File: src/rtl/fetch_unit.sv
// Instruction fetch unit: keeps at most one memory request in flight, honours execute-stage
// redirects in every state and hands one instruction at a time to the datapath (valid/ready).
module fetch_unit #(
    parameter logic [31:0] RESET_PC = 32'h0000_0000
) (
    input  logic        clk,
    input  logic        reset,
    output logic        imem_req,
    output logic [31:0] imem_addr,
    input  logic        imem_rvalid,
    input  logic [31:0] imem_rdata,
    input  logic        redirect,
    input  logic [31:0] redirect_pc,
    output logic        instr_valid,
    input  logic        instr_ready,
    output logic [31:0] Instr,
    output logic [31:0] pc_out
);

    localparam logic [31:0] NopInstr = 32'h0000_0013;
    localparam logic [31:0] ResetPc  = {RESET_PC[31:2], 2'b00};

    typedef enum logic [1:0] {
        StFetch,
        StWait,
        StHold,
        StDrain
    } state_e;

    state_e      state_q;
    logic        req_q;
    logic [31:0] pc_q;
    logic        valid_q;
    logic [31:0] instr_q;
    logic [31:0] pc_out_q;

    logic [31:0] redirect_target;
    logic [31:0] pc_seq;
    logic        unused_redirect_lsb;

    assign redirect_target     = {redirect_pc[31:2], 2'b00};
    assign pc_seq              = pc_q + 32'd4;
    assign unused_redirect_lsb = ^redirect_pc[1:0];

    // Memory-side outputs come straight from flops, so no input reaches them combinationally.
    assign imem_req    = req_q;
    assign imem_addr   = pc_q;
    assign instr_valid = valid_q;
    assign Instr       = instr_q;
    assign pc_out      = pc_out_q;

    always_ff @(posedge clk or negedge reset) begin
        if (!reset) begin
            state_q  <= StFetch;
            req_q    <= 1'b0;
            pc_q     <= ResetPc;
            valid_q  <= 1'b0;
            instr_q  <= NopInstr;
            pc_out_q <= ResetPc;
        end else begin
            unique case (state_q)
                // req_q is low in FETCH only straight after reset; the request is armed first.
                StFetch: begin
                    if (redirect) begin
                        pc_q <= redirect_target;
                        if (req_q) begin
                            state_q <= StDrain;
                            req_q   <= 1'b0;
                        end else begin
                            req_q <= 1'b1;
                        end
                    end else if (req_q) begin
                        state_q <= StWait;
                        req_q   <= 1'b0;
                    end else begin
                        req_q <= 1'b1;
                    end
                end
                StWait: begin
                    if (redirect) begin
                        pc_q <= redirect_target;
                        if (imem_rvalid) begin
                            state_q <= StFetch;
                            req_q   <= 1'b1;
                        end else begin
                            state_q <= StDrain;
                        end
                    end else if (imem_rvalid) begin
                        state_q  <= StHold;
                        instr_q  <= imem_rdata;
                        pc_out_q <= pc_q;
                        valid_q  <= 1'b1;
                    end
                end
                StHold: begin
                    if (redirect) begin
                        pc_q    <= redirect_target;
                        valid_q <= 1'b0;
                        state_q <= StFetch;
                        req_q   <= 1'b1;
                    end else if (instr_ready) begin
                        pc_q    <= pc_seq;
                        valid_q <= 1'b0;
                        state_q <= StFetch;
                        req_q   <= 1'b1;
                    end
                end
                StDrain: begin
                    if (redirect) begin
                        pc_q <= redirect_target;
                    end
                    // A response coinciding with a redirect still retires the stale request;
                    // waiting for another one would deadlock.
                    if (imem_rvalid) begin
                        state_q <= StFetch;
                        req_q   <= 1'b1;
                    end
                end
            endcase
        end
    end

endmodule

File: config.mk
export PLATFORM = sky130hd
export DESIGN_NAME = fetch_unit
export DESIGN_NICKNAME = d
export VERILOG_FILES = /design/src/rtl/fetch_unit.sv
export SDC_FILE = /design/constraint.sdc
export NUM_CORES = 1
export LEC_CHECK = 0
export CAP_MARGIN = 20
export CORE_MARGIN = 1.5
export CORE_UTILIZATION = 54
export CTS_BUF_LIST = sky130_fd_sc_hd__clkbuf_16
export DETAILED_ROUTE_END_ITERATION = 10
export DONT_BUFFER_PORTS = 1
export PLACE_DENSITY = 0.72
export RECOVER_POWER = 25
export SYNTH_ARGS = -nofsm -noshare
export SYNTH_HDL_FRONTEND = slang
export SYNTH_SLANG_ARGS = --single-unit
File: constraint.sdc
create_clock -name clk -period 1.83 [get_ports clk]
set_clock_uncertainty 0.05 [all_clocks]
set_input_delay 0.4575 -clock clk [delete_from_list [all_inputs] [get_ports clk]]
set_output_delay 0.4575 -clock clk [all_outputs]
set_load 0.1 [all_outputs]
==> reports/qor.log, run 1 <==
INFO  critical_path  start_kind=register
INFO  clock_tree     cts-buffers-inserted=9
INFO  critical_path  r2r_cells=6
INFO  yosys          synth-seq-area-share=55.9%
INFO  drt            route.vias.total=2,877
INFO  clock_tree     ctsLongestPathBuffers=2
INFO  clock_tree     clock-sinks=96
INFO  drt            met2_routed_wirelength=4430um
INFO  clock_tree     cts-root-buf=sky130_fd_sc_hd__clkbuf_16
INFO  timing         max-slew-margin-rel=38.9%
INFO  floorplan      design.die.area=8510squm
INFO  timing         final.period_utilization=103%
INFO  drt            met3_length=634um
INFO  grt            grt_max_degree=97
INFO  clock_tree     cts_tree=yes
INFO  placed_design  hpwl_detailed=6440um
INFO  critical_path  endpoint_kind=register
INFO  floorplan      placement_rows=32
INFO  timing         setup_viol=7
INFO  timing         fmax_achieved=532MHz
INFO  timing         final_max_slew_viol_count=0
INFO  grt            grt_antenna_before_repair=0
INFO  drt            antenna_left=0
INFO  clock_tree     insertion_delay=0.34ns
INFO  final_layout   syn_to_final_growth=26.6%
INFO  yosys          syn-mean-instance-area=12.4squm
INFO  timing         setup_ws=-0.0491ns
INFO  drt            wl_met1=3890um
INFO  critical_path  critPathKind=register to register
INFO  drt            detail_route.wl_per_cell=17.4um
INFO  grt            via_count_of_the_first_global_routing_pass=2,959
INFO  final_layout   drive_above_1_share=50.5%
INFO  final_layout   final_design_area_no_fill=5450squm
INFO  final_layout   antennaDiodeCount=0
INFO  floorplan      pin_count=167
INFO  drt            vias_per_cell=5.49
INFO  drt            first_iter_violations=64
INFO  timing         fin_worst_hold_slack=-0.240ns
INFO  floorplan      die-width=92.3um
INFO  timing         hold_vio_cnt_final=96
INFO  floorplan      core-area=7730squm
INFO  yosys          synth_enable_flop_cells=0
INFO  critical_path  worst_ep_arrival_time=2.05ns
INFO  yosys          ys_async_sr_fraction=100%
INFO  yosys          ys.flop_type=sky130_fd_sc_hd__dfrtp_1
INFO  run_status     run_status=finished, violations left
INFO  yosys          yosysUniqueCellTypes=42
INFO  timing         rsz0062_at_grt=true
INFO  grt            gr-usage-all-layers=21.9%
INFO  floorplan      die_h=92.3um
INFO  drt            firstDrtPassIters=4
INFO  yosys          synthesis.area=4300squm
INFO  final_layout   nFillCells=564
INFO  grt            first_pass_grt_wire_length=14,300um
INFO  clock_tree     clkSlewWorstSetupHoldPaths=0.07ns
INFO  placed_design  placement.io_buffers=0
INFO  yosys          yosys_warnings=0
INFO  drt            drt-total-wl=9140um
INFO  floorplan      starting_density_of_the_core=55.7%
INFO  final_layout   finalNetCount=487
INFO  timing         timing_worst_slew_pin_value=0.916ns
INFO  yosys          synthCells=348
INFO  drt            route.detailed.drc=0
INFO  critical_path  cp_max_fo=4
INFO  placed_design  placement.cell_area=5030squm
INFO  grt            grt_remaining_overflow=0
INFO  yosys          synth-seq-cells=96
INFO  flow_run       max-cap-violations=0
INFO  timing         fin_crit_period=1.88ns
INFO  hold_path      min-delay-path-class=input pin to async pin
INFO  placed_design  gp_congestion=0.840
INFO  run_status     violations=hold timing, setup timing
INFO  drt            highest_metal_layer_used_by_the_detailed_router=met4
INFO  clock_tree     htree_num_levels=3
INFO  critical_path  required_time_at_the_worst_slack_endpoint=2.00ns
repair_timing:
| action | 4_1_cts | 5_1_grt |
|---|---|---|
| buffers inserted | 1 | 4 |
| endpoints found under the hold margin | 96 | 96 |
| setup endpoints to repair | 12 | 16 |
| pin swaps | 8 | 4 |
| resized for setup | 8 | 12 |
layer usage:
layer / vias up / global-route usage, %
met3: 12 / 6.30
met1: 1399 / 28.2
met4: 0 / 8.21
li1: 1349 / -
met2: 117 / 35.0
met5: - / 0
layout make-up:
cell class                 count  area (sq um)  share of cell area (%)
sequential                    96          2490                    45.7
multi-input combinational    227          1890                    34.7
timing repair buffer          79           626                    11.5
clock buffer                   9           225                    4.13
tap                          102           128                    2.34
clock inverter                 7          72.6                    1.33
inverter                       4          15.0                   0.276
critical path, stage by stage (launching register included):
cell	delay, ns
sky130_fd_sc_hd__dfrtp_4	0.43
sky130_fd_sc_hd__ha_4	0.13
sky130_fd_sc_hd__nand4_1	0.13
sky130_fd_sc_hd__or4_4	0.51
sky130_fd_sc_hd__nor4_4	0.16
sky130_fd_sc_hd__xor2_1	0.09
sky130_fd_sc_hd__mux2_2	0.27
cells in the final DEF (no fill, tap or decap), types with 7 or more instances in the layout:
cell type,Yosys,layout
sky130_fd_sc_hd__buf_4,5,75
sky130_fd_sc_hd__xor2_1,15,15
sky130_fd_sc_hd__nand2_1,36,36
sky130_fd_sc_hd__nor2_1,9,7
sky130_fd_sc_hd__clkbuf_16,0,9
sky130_fd_sc_hd__mux2_2,67,67
sky130_fd_sc_hd__nand4_1,11,11
sky130_fd_sc_hd__dfrtp_1,93,67
sky130_fd_sc_hd__o21ai_1,8,12
sky130_fd_sc_hd__dfrtp_4,0,21
sky130_fd_sc_hd__o21ai_0,20,16
sky130_fd_sc_hd__xnor2_1,14,14
sequential cells by signal, indices dropped and copies added, names as in the netlist:
register / count
Instr: 32
imem_addr: 30
pc_out: 30
state_q: 2
imem_req: 1
instr_valid: 1
cells in the mapped netlist, types with 4 or more instances:
cell type	number	share of area (%)
sky130_fd_sc_hd__mux2_2	67	18
sky130_fd_sc_hd__clkbuf_1	9	0.79
sky130_fd_sc_hd__inv_1	4	0.35
sky130_fd_sc_hd__nor2_1	9	0.79
sky130_fd_sc_hd__nand3_1	7	0.81
sky130_fd_sc_hd__o21ai_1	8	0.93
sky130_fd_sc_hd__xor2_1	15	3.1
sky130_fd_sc_hd__buf_2	9	1.0
sky130_fd_sc_hd__buf_4	5	0.87
sky130_fd_sc_hd__o21ai_0	20	2.3
sky130_fd_sc_hd__nand4_1	11	1.6
sky130_fd_sc_hd__dfrtp_1	93	54
sky130_fd_sc_hd__nand2_1	36	3.1
sky130_fd_sc_hd__xnor2_1	14	2.8
sky130_fd_sc_hd__nor3_2	5	1.2
path summary, 6_finish.rpt:
path,start,slack [ns],end
min in group clk,redirect,0.16,imem_addr[18]
worst max-delay path,imem_addr[3],-0.05,imem_addr[26]
worst min register to register,Instr[18],0.47,Instr[18]
worst min-delay path,reset,-0.24,imem_addr[25]
worst max register to register,imem_addr[3],-0.05,imem_addr[26]
max in group asynchronous,reset,1.78,Instr[0]
stage by stage:
step	utilization (%)	worst slack [ns]	hold slack, ns	setup TNS [ns]	instances
2_1_floorplan	-	-0.350	0.112	-3.29	351
3_3_place_gp	65.1	-0.106	0.114	-0.373	504
3_5_place_dp	65.1	-0.131	0.114	-0.528	504
4_1_cts	69.7	-0.0411	-0.249	-0.0835	521
5_1_grt	70.5	-0.108	-0.255	-0.839	524
6_report	70.5	-0.0491	-0.240	-0.125	524
kinds of logic (layout without fill, tap and decap cells):
| kind of cell | Yosys count | in the layout | synth area share [%] |
|---|---|---|---|
| buffers and inverters | 28 | 99 | 3.17 |
| adders and majority gates | 1 | 1 | 0.291 |
| and+or+nand+nor | 89 | 89 | 12.3 |
| other | 1 | 4 | 0.0872 |
| xor gates and xnor gates | 29 | 29 | 5.90 |
| muxes | 68 | 68 | 17.8 |
| AOI/OAI and AO/OA | 36 | 36 | 4.59 |
| DFF | 96 | 96 | 55.9 |
Power of run 1 is not shown: default switching activity piles up to over one toggle a cycle in this logic, so the estimate is an artifact.
==> run 2, diff against run 1 <==
--- a/config.mk
+++ b/config.mk
@@ -6,12 +6,13 @@
 export NUM_CORES = 1
 export LEC_CHECK = 0
 export CAP_MARGIN = 20
+export CORE_ASPECT_RATIO = 0.9
 export CORE_MARGIN = 1.5
-export CORE_UTILIZATION = 54
+export CORE_UTILIZATION = 41
 export CTS_BUF_LIST = sky130_fd_sc_hd__clkbuf_16
 export DETAILED_ROUTE_END_ITERATION = 10
 export DONT_BUFFER_PORTS = 1
-export PLACE_DENSITY = 0.72
+export GPL_TIMING_DRIVEN = 0
 export RECOVER_POWER = 25
 export SYNTH_ARGS = -nofsm -noshare
 export SYNTH_HDL_FRONTEND = slang
==> run 2 against run 1 <==
Compared with the run above:
- the flow still finishes with violations (hold timing, setup timing)
- hold slack gained 0.0033 ns
- die area grew 31%
- via count shrank 4.2%
- highest routed layer unchanged
- design area shrank 3.9%
- wire length grew 9.3%
- count of clock-buffer cells in the layout is the same
- first-iteration DRC count grew to 2.6 times the previous value
- non-clock buffer count shrank 43
- cell count shrank 3.1%
- global-route usage shrank 3.8 points
- critical path type unchanged
- setup slack lost 0.35 ns
==> reports/qor.log, run 2 (synthesis results as in run 1) <==
INFO  critical_path  cells_along_the_critical_path=ha_4, nand4_1, or4_4, nor4_4, xor2_1, mux2_2
INFO  critical_path  endpoint_kind=register
INFO  timing         hold_vio_cnt_final=96
INFO  grt            grt_most_used_layer=met2
INFO  critical_path  required_time_at_the_worst_slack_endpoint=2.00ns
INFO  final_layout   commonest_cells_after_routing_fill_and_taps_aside=sky130_fd_sc_hd__mux2_2, sky130_fd_sc_hd__dfrtp_1, sky130_fd_sc_hd__nand2_1
INFO  critical_path  start_kind=register
INFO  final_layout   finalNetCount=444
INFO  final_layout   antennaDiodeCount=0
INFO  grt            grt_remaining_overflow=0
INFO  run_status     run_status=finished, violations left
INFO  grt            via_count_of_the_first_global_routing_pass=2,754
INFO  clock_tree     cts_tree=yes
INFO  final_layout   nFillCells=942
INFO  flow_run       max-cap-violations=0
INFO  grt            gr-usage-all-layers=18.1%
INFO  timing         rsz0062_at_grt=true
INFO  drt            drt-total-wl=9980um
INFO  critical_path  cp_max_fo=7
INFO  critical_path  worst_ep_arrival_time=2.40ns
INFO  grt            first_pass_grt_wire_length=15,400um
INFO  clock_tree     htree_num_levels=3
INFO  placed_design  gp_congestion=0.733
INFO  floorplan      pin_count=167
INFO  floorplan      starting_density_of_the_core=42.0%
INFO  grt            grt_antenna_before_repair=0
INFO  drt            route.vias.total=2,756
INFO  timing         timing_worst_slew_pin_value=0.922ns
INFO  placed_design  placement.io_buffers=0
INFO  timing         setup_total_negative_slack=-5.25ns
INFO  grt            groute.layer.met2.usage=28.0%
INFO  grt            grt_max_degree=97
INFO  floorplan      core-area=10,200squm
INFO  final_layout   multi_input_area=1940squm
INFO  final_layout   drive_above_1_share=45.6%
INFO  placed_design  preCtsSetupSlack=-0.935ns
INFO  clock_tree     cts-root-buf=sky130_fd_sc_hd__clkbuf_16
INFO  timing         final_max_slew_viol_count=0
INFO  clock_tree     clock-sinks=96
INFO  timing         max-slew-margin-rel=38.6%
INFO  timing         final.period_utilization=122%
INFO  final_layout   ff_latch_area=2510squm
INFO  clock_tree     ctsLongestPathBuffers=2
INFO  timing         fin_worst_hold_slack=-0.237ns
INFO  grt            grt.met1_usage=23.9%
INFO  critical_path  critPathKind=register to register
INFO  drt            vias_per_cell=5.43
INFO  drt            firstDrtPassIters=4
INFO  timing         fin_crit_period=2.23ns
INFO  floorplan      die_h=100um
INFO  timing         fmax_achieved=448MHz
INFO  timing         setup_viol=25
INFO  final_layout   max_reg_flops=32
INFO  floorplan      placement_rows=35
INFO  critical_path  worst_path_slowest_cell=sky130_fd_sc_hd__dfrtp_4
INFO  drt            antenna_left=0
INFO  drt            first_iter_violations=165
INFO  floorplan      die-width=111um
INFO  clock_tree     insertion_delay=0.33ns
INFO  final_layout   commonest_non_fill_non_tap_cell_in_the_layout=sky130_fd_sc_hd__mux2_2
INFO  timing         setup_ws=-0.404ns
INFO  run_status     violations=hold timing, setup timing
INFO  floorplan      design.die.area=11,100squm
INFO  drt            detail_route.wl_per_cell=19.7um
INFO  hold_path      min-delay-path-class=input pin to async pin
INFO  final_layout   syn_to_final_growth=21.7%
INFO  grt            gr-usage-met3=6.16%
INFO  clock_tree     cts-buffers-inserted=9
INFO  clock_tree     clkSlewWorstSetupHoldPaths=0.06ns
INFO  placed_design  hpwl_detailed=6860um
INFO  critical_path  worst_path_largest_cell_delay=0.66ns
INFO  drt            route.detailed.drc=0
run 2: routing by layer:
layer  up-vias  wire, um
met4         0       155
li1       1254         -
met1      1400      4380
met3        12       666
met2        90      4780
met5         -         0
run 2: timing repair:
action	CTS	global route
pin swaps	17	19
cloned	0	0
resized for setup	34	25
hold endpoints to repair	96	96
endpoints found under the setup margin	91	79
buffers inserted	7	10
run 2: final timing paths:
path,startpoint,endpoint,slack (ns),depth (start not counted)
setup / recovery,imem_addr[2],imem_addr[26],-0.40,6
hold reg to reg,state_q[0],state_q[1],0.59,2
setup reg to reg,imem_addr[2],imem_addr[26],-0.40,6
min in group clk,redirect_pc[4],imem_addr[4],0.20,2
hold / removal,reset,imem_addr[4],-0.24,0
max in group asynchronous,reset,Instr[4],1.73,0
run 2: through the flow:
stage                     util (%)  hold WS [ns]  instance area, sq um  instances
after CTS                     49.7        -0.251                  5090        501
after global routing          51.1        -0.255                  5240        508
after detailed placement      45.2         0.114                  4630        480
after floorplan                  -         0.112                  4470        351
final                         51.1        -0.237                  5240        508
after global placement        45.2         0.114                  4630        480
run 2: cell type report:
class | instances | area share [%]
clock buffer | 9 | 4.30
clock inverter | 7 | 1.65
buffer | 20 | 3.03
tap | 129 | 3.08
sequential | 96 | 47.9
timing repair buffer | 16 | 2.65
inverter | 4 | 0.287
multi-input combinational | 227 | 37.1
run 2: critical path: cells and delay by family, from the launching register on:
kind / cells / cell delay (ns)
XOR/XNOR: 1 / 0.09
AND/OR/NAND/NOR: 3 / 0.85
multiplexers: 1 / 0.26
adder cells (fa/ha/maj): 1 / 0.19
flip-flops: 1 / 0.66
Power of run 2 is left out for the same reason.
==> run 3, diff against run 2 <==
==> constraint.sdc (replaced) <==
create_clock -name clk -period 1.83 [get_ports clk]
set_clock_uncertainty 0.05 [all_clocks]
set_input_delay 0.366 -clock clk [delete_from_list [all_inputs] [get_ports clk]]
set_output_delay 0.366 -clock clk [all_outputs]
set_load 0.01 [all_outputs]
==> run 3 against run 2 <==
Compared with the run above:
- wire length is 2.1% lower
- first-iteration DRC count fell by 43%
- design area down 4.5%
- non-clock buffer count is 6 lower
- maximum frequency increased by 9.8%
- the flow still finishes with violations (hold timing, setup timing)
- critical path depth is the same
- hold slack lost 0.089 ns
- die area unchanged
- critical endpoint is now imem_addr[22]
==> reports/qor.log, run 3 (synthesis results as in run 1) <==
INFO  run_status     run_status=finished, violations left
INFO  run_status     violations=hold timing, setup timing
INFO  critical_path  start_kind=register
INFO  critical_path  cells_along_the_critical_path=ha_4, nand4_1, or4_4, nor3_2, xnor2_1, mux2_2
INFO  final_layout   multi_input_area=1860squm
INFO  critical_path  crit_buf_inv=0
INFO  power          design_power_total=7.08mW
INFO  grt            first_pass_grt_wire_length=15,400um
INFO  floorplan      starting_density_of_the_core=42.0%
INFO  timing         setup_viol=11
INFO  final_layout   drive_above_1_share=41.6%
INFO  floorplan      placement_rows=35
INFO  placed_design  place_inst=481
INFO  power          intPower=4.83mW
INFO  placed_design  placement.cell_area=4530squm
INFO  power          power.clock.fraction=25.8%
INFO  power          p_sw=2.25mW
INFO  flow_run       max-cap-violations=0
INFO  floorplan      pin_count=167
INFO  placed_design  preCtsSetupSlack=-0.478ns
INFO  final_layout   antennaDiodeCount=0
INFO  final_layout   commonest_non_fill_non_tap_cell_in_the_layout=sky130_fd_sc_hd__dfrtp_1
INFO  power          power.sequential.fraction=55.4%
INFO  drt            route.vias.total=2,727
INFO  critical_path  cp_top_family=simple AND/OR/NAND/NOR gates
INFO  clock_tree     insertion_delay=0.34ns
INFO  final_layout   syn_to_final_growth=16.3%
INFO  final_layout   max_reg_flops=32
INFO  timing         rsz0062_at_grt=true
INFO  placed_design  gp_congestion=0.713
INFO  timing         final_max_slew_viol_count=0
INFO  critical_path  worst_path_slowest_cell=sky130_fd_sc_hd__or4_4
INFO  timing         fin_crit_period=2.03ns
INFO  clock_tree     cts-root-buf=sky130_fd_sc_hd__clkbuf_16
INFO  power          peakVddDrop=0.857mV
INFO  drt            drt-total-wl=9780um
INFO  floorplan      die_h=100um
INFO  clock_tree     cts-buffers-inserted=9
INFO  critical_path  worst_ep_arrival_time=2.21ns
INFO  hold_path      min-delay-path-class=input pin to async pin
INFO  timing         max-slew-margin-rel=58.5%
INFO  critical_path  worst_path_largest_cell_delay=0.52ns
INFO  power          fraction_of_power_spent_switching_nets=31.7%
INFO  clock_tree     cts_tree=yes
INFO  clock_tree     ctsLongestPathBuffers=2
INFO  timing         timing_worst_slew_pin_value=0.622ns
INFO  timing         fin_worst_hold_slack=-0.325ns
INFO  grt            grt_antenna_before_repair=0
INFO  timing         hold_vio_cnt_final=96
INFO  grt            gr-usage-all-layers=17.9%
INFO  final_layout   ff_latch_area=2430squm
INFO  final_layout   final_cell_count_no_fill=502
INFO  final_layout   finalNetCount=438
INFO  floorplan      core-area=10,200squm
INFO  timing         setup_total_negative_slack=-1.06ns
INFO  drt            vias_per_cell=5.43
INFO  floorplan      design.die.area=11,100squm
INFO  grt            grt_remaining_overflow=0
INFO  final_layout   nFillCells=941
INFO  final_layout   final_core_util=48.8%
INFO  timing         fmax_achieved=492MHz
INFO  critical_path  endpoint_kind=register
INFO  critical_path  cp_max_fo=7
INFO  critical_path  required_time_at_the_worst_slack_endpoint=2.00ns
INFO  power          pwr-share-comb=18.8%
INFO  timing         final.period_utilization=111%
INFO  grt            via_count_of_the_first_global_routing_pass=2,755
INFO  drt            antenna_left=0
INFO  drt            firstDrtPassIters=4
INFO  final_layout   final_design_area_no_fill=5000squm
INFO  placed_design  placement.io_buffers=0
INFO  power          cellLeakagePower=2.03nW
INFO  timing         setup_ws=-0.204ns
INFO  clock_tree     clkSlewWorstSetupHoldPaths=0.07ns
INFO  critical_path  critPathKind=register to register
INFO  power          powerDensity=1410nW/um^2
INFO  placed_design  hpwl_detailed=6870um
INFO  drt            first_iter_violations=94
INFO  drt            detail_route.wl_per_cell=19.5um
INFO  grt            grt_max_degree=97
INFO  clock_tree     htree_num_levels=3
INFO  floorplan      die-width=111um
INFO  drt            route.detailed.drc=0
INFO  final_layout   commonest_cells_after_routing_fill_and_taps_aside=sky130_fd_sc_hd__dfrtp_1, sky130_fd_sc_hd__mux2_2, sky130_fd_sc_hd__nand2_1
INFO  clock_tree     clock-sinks=96
## run 3: timing repair
item	in CTS	in global routing
endpoints found under the hold margin	96	96
buffers inserted	7	2
endpoints found under the setup margin	80	82
pin swaps	6	4
resized for setup	29	18
## run 3: worst paths after layout
path                                      start       endpoint  slack [ns]  cells after the start
worst max-delay path               imem_addr[3]  imem_addr[22]       -0.20                      6
worst max register to register     imem_addr[3]  imem_addr[22]       -0.20                      6
min in group clk                redirect_pc[18]  imem_addr[18]        0.10                      2
worst min-delay path                      reset      pc_out[8]       -0.33                      0
max in group asynchronous                 reset       Instr[0]        1.85                      0
worst min register to register        Instr[11]      Instr[11]        0.53                      1
## run 3: power by group through the flow
stage	clock network, mW	logic (mW)	registers, mW
2_1_floorplan	0	1.12	3.77
3_3_place_gp	0	1.23	3.94
3_5_place_dp	0	1.29	3.97
4_1_cts	1.89	1.32	3.94
5_1_grt	1.98	1.47	4.03
6_report	1.83	1.33	3.92
## run 3: area by class of cell
class	count	share of cell area [%]
plain buffers	22	3.48
clock buffers	9	4.50
clock inverters	7	1.30
inverters	4	0.300
multi-input cells	227	37.2
flip-flops and latches	96	48.6
well taps	129	3.23
repair buffers	8	1.35
## run 3: layer usage
| metal | vias to the layer above | routed length, um | track usage [%] |
|---|---|---|---|
| met3 | 8 | 626 | 5.56 |
| met2 | 99 | 4760 | 28.3 |
| met1 | 1377 | 4290 | 23.9 |
| met4 | 0 | 104 | 5.33 |
| met5 | - | 0 | 0 |
| li1 | 1243 | - | - |
No activity file was read; power rests on OpenSTA's default activity.
